File: config.mk
export PLATFORM = sky130hd
export DESIGN_NAME = maze_game_ctl
export DESIGN_NICKNAME = d
export VERILOG_FILES = /design/src/rtl/maze_game_ctl.sv
export SDC_FILE = /design/constraint.sdc
export NUM_CORES = 1
export LEC_CHECK = 0
export CAP_MARGIN = 10
export CORE_UTILIZATION = 54
export DETAILED_ROUTE_END_ITERATION = 12
export PLACE_DENSITY = 0.91
export SLEW_MARGIN = 40
export SYNTH_ARGS = -nofsm -noshare
export SYNTH_HDL_FRONTEND = slang
export SYNTH_SLANG_ARGS = --single-unit
export TNS_END_PERCENT = 100
File: constraint.sdc
create_clock -name clk -period 4.5 [get_ports clk]
set_input_delay 1.35 -clock clk [delete_from_list [all_inputs] [get_ports clk]]
set_output_delay 1.35 -clock clk [all_outputs]
set_load 0.02 [all_outputs]
File: src/rtl/maze_game_ctl.sv
// Maze game sequencer: key qualification, level select,
// lives / move tracking and idle-play-hit-win-over phases.
module maze_game_ctl #(
  parameter int LIVES = 3,
  parameter int NUM_LEVELS = 2,
  parameter int MOVE_GAP = 8,
  parameter int HOLD_CYCLES = 64,
  parameter logic [7:0] GOAL_HOR = 8'b0000_0001,
  parameter logic [7:0] GOAL_VER = 8'b1000_0000
) (
  input  logic       clk,
  input  logic       reset,
  input  logic       key_valid,
  input  logic [3:0] keycode,
  input  logic       coll,
  input  logic [7:0] hor,
  input  logic [7:0] ver,
  output logic       mv_up,
  output logic       mv_down,
  output logic       mv_left,
  output logic       mv_right,
  output logic       pos_clr,
  output logic [1:0] level,
  output logic [1:0] lives,
  output logic [7:0] move_cnt,
  output logic [2:0] state,
  output logic       blink
);

  localparam logic [2:0] S_IDLE = 3'd0;
  localparam logic [2:0] S_PLAY = 3'd1;
  localparam logic [2:0] S_HIT  = 3'd2;
  localparam logic [2:0] S_WIN  = 3'd3;
  localparam logic [2:0] S_OVER = 3'd4;

  localparam logic [1:0] LIVES_LD = 2'(LIVES);
  localparam logic [1:0] LAST_LVL = 2'(NUM_LEVELS - 1);
  localparam logic [7:0] GAP_LD   = 8'(MOVE_GAP);
  localparam logic [7:0] HOLD_LD  = 8'(HOLD_CYCLES - 1);

  logic [2:0] state_n;
  logic [1:0] level_n;
  logic [1:0] lives_n;
  logic [7:0] cnt_n;
  logic [7:0] gap, gap_n;
  logic [7:0] hold, hold_n;
  logic [3:0] mv_n;
  logic [3:0] dir;
  logic       clr_n;
  logic       blink_n;
  logic       start;
  logic       at_goal;

  assign start   = key_valid && (keycode == 4'd5);
  assign at_goal = (hor == GOAL_HOR) && (ver == GOAL_VER);

  // Map a keycode to a one-hot {up,down,left,right} direction
  always_comb begin
    dir = 4'b0000;
    case (keycode)
      4'd2:    dir = 4'b1000;
      4'd8:    dir = 4'b0100;
      4'd4:    dir = 4'b0010;
      4'd6:    dir = 4'b0001;
      default: dir = 4'b0000;
    endcase
  end

  // State and all registered outputs
  always_ff @(posedge clk or negedge reset) begin
    if (!reset) begin
      state    <= S_IDLE;
      level    <= 2'd0;
      lives    <= LIVES_LD;
      move_cnt <= 8'd0;
      gap      <= 8'd0;
      hold     <= 8'd0;
      mv_up    <= 1'b0;
      mv_down  <= 1'b0;
      mv_left  <= 1'b0;
      mv_right <= 1'b0;
      pos_clr  <= 1'b0;
      blink    <= 1'b0;
    end else begin
      state    <= state_n;
      level    <= level_n;
      lives    <= lives_n;
      move_cnt <= cnt_n;
      gap      <= gap_n;
      hold     <= hold_n;
      mv_up    <= mv_n[3];
      mv_down  <= mv_n[2];
      mv_left  <= mv_n[1];
      mv_right <= mv_n[0];
      pos_clr  <= clr_n;
      blink    <= blink_n;
    end
  end

  // Next phase, counters and one-shot commands
  always_comb begin
    state_n = state;
    level_n = level;
    lives_n = lives;
    cnt_n   = move_cnt;
    mv_n    = 4'b0000;
    clr_n   = 1'b0;
    gap_n   = (gap != 8'd0) ? gap - 8'd1 : 8'd0;
    hold_n  = (hold != 8'd0) ? hold - 8'd1 : 8'd0;
    unique case (state)
      S_IDLE: begin
        if (start) begin
          clr_n   = 1'b1;
          cnt_n   = 8'd0;
          state_n = S_PLAY;
        end
      end
      S_PLAY: begin
        if (coll) begin
          state_n = S_HIT;
          lives_n = lives - 2'd1;
          hold_n  = HOLD_LD;
        end else if (at_goal) begin
          state_n = S_WIN;
          hold_n  = HOLD_LD;
        end else if (key_valid && gap == 8'd0 && dir != 4'b0000) begin
          mv_n  = dir;
          cnt_n = (move_cnt == 8'hFF) ? move_cnt : move_cnt + 8'd1;
          gap_n = GAP_LD;
        end
      end
      S_HIT: begin
        if (hold == 8'd0) begin
          if (lives == 2'd0) begin
            state_n = S_OVER;
          end else begin
            clr_n   = 1'b1;
            cnt_n   = 8'd0;
            state_n = S_PLAY;
          end
        end
      end
      S_WIN: begin
        if (hold == 8'd0) begin
          if (level < LAST_LVL) begin
            level_n = level + 2'd1;
            clr_n   = 1'b1;
            cnt_n   = 8'd0;
            state_n = S_PLAY;
          end else if (start) begin
            level_n = 2'd0;
            lives_n = LIVES_LD;
            state_n = S_IDLE;
          end
        end
      end
      S_OVER: begin
        if (start) begin
          level_n = 2'd0;
          lives_n = LIVES_LD;
          cnt_n   = 8'd0;
          state_n = S_IDLE;
        end
      end
      default: state_n = S_IDLE;
    endcase
  end

  // Display flash follows the phase being entered
  always_comb begin
    blink_n = (state_n == S_HIT) || (state_n == S_WIN);
  end

endmodule

=== After elaboration in Yosys (flattened, before gate mapping) ===
Index checks and enable logic that the tools add are counted.

* Add/subtract/negate cells: 5
* $lt $le $gt $ge: 1
* Eq/ne operators: 25
* Muxes and demuxes: 48
* Reductions and logical operators: 19

{| class="wikitable"
|+ Operators with widths
! kind !! number
|-
| 8-bit 2-to-1 mux || 18
|-
| 8-bit one-hot mux with 4 select lines || 1
|-
| 3-bit 2-to-1 mux || 8
|-
| 2-bit != test, second input constant || 10
|-
| 8-bit equality test, second input constant || 2
|-
| 8-bit logical NOT || 2
|-
| 4-bit 2-to-1 mux || 4
|-
| 4-bit one-hot mux with 4 select lines || 1
|-
| 8-bit nonzero test || 2
|-
| 8-bit by 1-bit subtractor with 8-bit output, second input constant || 2
|-
| 3-bit one-hot mux with 5 select lines || 1
|-
| 2-bit 2-to-1 mux || 7
|-
| 3-bit by 2-bit equality test with 1-bit output, second input constant || 4
|-
| 4-bit by 3-bit equality test with 1-bit output, second input constant || 3
|-
| 10-bit AND reduction || 1
|-
| 8-bit by 1-bit adder with 8-bit output, second input constant || 1
|-
| 8-bit by 1-bit equality test with 1-bit output, second input constant || 1
|-
| 4-bit nonzero test || 2
|-
| 2-bit one-hot mux with 3 select lines || 1
|-
| 1-bit 2-to-1 mux || 5
|-
| 4-bit by 2-bit equality test with 1-bit output, second input constant || 1
|-
| 4-bit equality test, second input constant || 1
|-
| 1-bit logical AND || 4
|-
| 2-bit one-hot mux with 2 select lines || 1
|-
| other kinds (15) || 15
|}

* Flip-flop bits (word level): 37
* Input port bits: 24
* Output and inout port bits: 21
* Word-level logic and storage cells: 110

=== Longest topological paths before layout ===
* Depth after elaboration: 8
* Depth in mapped cells: 9
* Mapped depth without buffers: 7

=== Least setup slack after synthesis ===
No wires, ideal clock.

* Path kind: input-to-reg
* Start: input hor[1]
* End: register move_cnt[1]
* Library setup time: 0.123 ns
* Arrival time: 2.593 ns
* Slack: 1.784 ns
* Cell stages on the path: 7
* Buffers on the path: 2
* Path through: nor4b_1 > a41oi_1 > and2_1 > clkbuf_1 > a21o_4 > buf_6 > mux2i_1

* Longest elaborated chain between the ends: 4

{| class="wikitable"
|+ Ends and longest elaborated chain
! element !! RTL line !! source
|-
| start, declared || 16 || <nowiki>input logic [7:0] hor,</nowiki>
|-
| 8-bit by 1-bit equality test with 1-bit output || 55 || <nowiki>assign at_goal = (hor == GOAL_HOR) && (ver == GOAL_VER);</nowiki>
|-
| 1-bit logical AND || 55 ||
|-
| 2-bit != test (no line) || - ||
|-
| 10-bit AND reduction (no line) || - ||
|-
| end signal, assigned || 88 || <nowiki>move_cnt <= cnt_n;</nowiki>
|-
| end, declared || 25 || <nowiki>output logic [7:0] move_cnt,</nowiki>
|}

No other way between the ends.
A chain may end at the register's enable or synchronous reset.

=== Worst setup path in the final report ===
* Start: input ver[2]
* End: register move_cnt[0]

* Longest elaborated chain between the ends: 4

{| class="wikitable"
|+ Ends and longest elaborated chain
! element !! RTL line !! source
|-
| start, declared || 17 || <nowiki>input logic [7:0] ver,</nowiki>
|-
| 8-bit equality test || 55 ||
|-
| 1-bit logical AND || 55 ||
|-
| 2-bit != test (no line) || - ||
|-
| 10-bit AND reduction (no line) || - ||
|}

No other way between the ends.

==> run metrics <==
status=completed; Global Route Usage Sum=0.264; worst setup path class=in2reg; CP cell instances=clkdlybuf4s50_1 > nor4_1 > a41oi_1 > and2_1 > a21o_4 > o21ai_1; Area growth syn-to-layout=29.4%; Leakage=1.09 nW; row count=21; unrepaired setup endpoints after global routing=false; CTS buffer count=5; Synth top area share=0.432; Worst-path clk slew=0.07 ns; Hold Fails Final Rpt=0; DRT Pass-1 Iters=4; Synth area leaders=dfrtp_1 43%, ha_1 4.3%, a31oi_1 3.7%; Period minus WS final=3.03 ns; largest net degree at the start of global routing=38; Port Buffers=44; fin nets=287; Final setup violation count=0; Synth cell types=48; # fillers=260; DIE AREA=4000 um2; Critical Path AT=3.24 ns; vias in the first global route=1758; Worst Path Buf+Inv=1; Worst Max-Slew Pin Slew=0.681 ns; Post-synth top cells=35 x dfrtp_1, 16 x inv_1, 16 x nor2_1; # Post-CTS Setup Buffers=0; Final HPWL DP=3.43 mm; WL final=4.64 mm; Vias=1750; Starting Density=0.584; main flop type after synthesis=dfrtp_1; gp weighted congestion=0.837; Crit path largest cell delay=0.41 ns; asr flop ratio synth=1.00; critical path's top delay family=compound AO/OA/AOI/OAI gates; hold_buf cts=0; DRT antenna net count=0; Design Power=0.00122 W; critical path required time=4.71 ns; CP endpoint kind=flip-flop; number of flops mapped to enable cells by yosys=0; via-per-instance ratio=5.78; Die X=63.2 um; Num Clock Sinks=37; most common cell in the netlist=dfrtp_1; antenna violations before repair=0; CTS tree=done; fraction of layout cells with a size suffix above 1=0.0739; gate count of the mapped netlist=210; pwr/cell area=467 nW/um2; number of synthesized register bits=37; Worst slew margin=0.542; Synth Cell Area=2030 um2; sequential share of the synthesized area=0.458; Iter 0 DRT Violations=107; Core Area=3470 um2; fin crit share=0.672; root buffer cell=clkbuf_8; CP Launch Type=primary input; Max clock buf depth=2; clock skew=0.00754 ns; Slew Viols, Final=0; ANT cells=0; first-pass GRT wire length=7.98 mm; synth warn=0; Max Fclk=330 MHz; Post-Syn Nets=241; post-CTS sizing=0; worst skew pair latency=0.30 ns; Slowest-stage cell, CP=clkdlybuf4s50_1; TNS Setup=0 ns; I/O pins=45; total grt overflow=0; H-tree levels=2; maximum fanout along the worst path=8; max-cap viol count=0; # DRC=0; syn avg cell area=9.65 um2; Chip Height=63.2 um; WL/cell=15.3 um; hold crit path type=reg2reg; Peak VDD IR=0.299 mV; cell taking the most area after synthesis=dfrtp_1
flip-flops by register name (all words and copies together) (netlist names):
signal,cells
lives,2
pos_clr,1
gap,8
mv_left,1
blink,1
move_cnt,8
hold,8
mv_up,1
mv_down,1
level,2
mv_right,1
state,3
layout make-up:
type / instances / area (um2) / area share
well taps: 46 / 57.6 / 0.0220
clock inverters: 2 / 37.5 / 0.0143
repair buffers: 45 / 448 / 0.171
clock buffers: 6 / 82.6 / 0.0315
inverters: 16 / 60.1 / 0.0229
multi-input cells: 151 / 1010 / 0.384
flip-flops and latches: 37 / 928 / 0.354
stage by stage:
step | area (um2) | util | worst slack [ns] | instances | hold slack, ns
after global placement | 2500 | 0.721 | 1.35 | 295 | 0.469
final | 2620 | 0.756 | 1.47 | 303 | 0.478
after CTS | 2620 | 0.756 | 1.52 | 303 | 0.484
after floorplan | 2030 | - | 1.78 | 210 | 0.441
after detailed placement | 2500 | 0.721 | 1.18 | 295 | 0.474
after global routing | 2620 | 0.756 | 1.37 | 303 | 0.495
layout by cell type, fill, tap and decap left out, types with 3 or more instances in the layout:
cell type,n
clkbuf_8,6
nor3_1,9
and2_1,3
inv_1,16
dfrtp_1,35
and3_1,7
nand3_1,7
nor4b_1,3
nor2_1,16
xnor2_1,6
a31oi_1,12
ha_1,7
nand2_1,14
o21ai_0,11
nor3b_1,3
clkdlybuf4s50_1,44
nor4_1,4
a21oi_1,6
nand2b_1,5
final timing paths:
check / start / to / slack (ns) / depth (start not counted)
worst max-delay path: ver[2] / move_cnt[0] / 1.47 / 6
worst min-delay path: gap[0] / gap[0] / 0.48 / 1
worst max register to register: gap[4] / move_cnt[1] / 2.26 / 5
worst min register to register: gap[0] / gap[0] / 0.48 / 1
max in group asynchronous: reset / lives[0] / 2.70 / 2
min in group asynchronous: reset / hold[1] / 1.46 / 2
power breakdown:
group | switching, W | internal, W
sequential | 0.0000918 | 0.000436
clock | 0.000121 | 0.000180
combinational | 0.000200 | 0.000194
cell families (layout without fill, tap and decap cells):
family,Yosys count,count (layout),share of synthesized area
simple gates,85,85,0.240
buf+inv,22,69,0.0445
xor+xnor,8,8,0.0346
mux,3,3,0.0154
flops,37,37,0.458
compound gates,48,48,0.164
fa+ha+maj,7,7,0.0432
metal layers:
| metal | share of wire | track usage | up-vias |
|---|---|---|---|
| li1 | - | - | 856 |
| met1 | 0.42 | 0.318 | 819 |
| met3 | 0.049 | 0.0670 | 19 |
| met5 | 0 | 0 | - |
| met4 | 0.037 | 0.153 | 0 |
| met2 | 0.49 | 0.425 | 56 |
No activity file was read; power rests on OpenSTA's default activity.
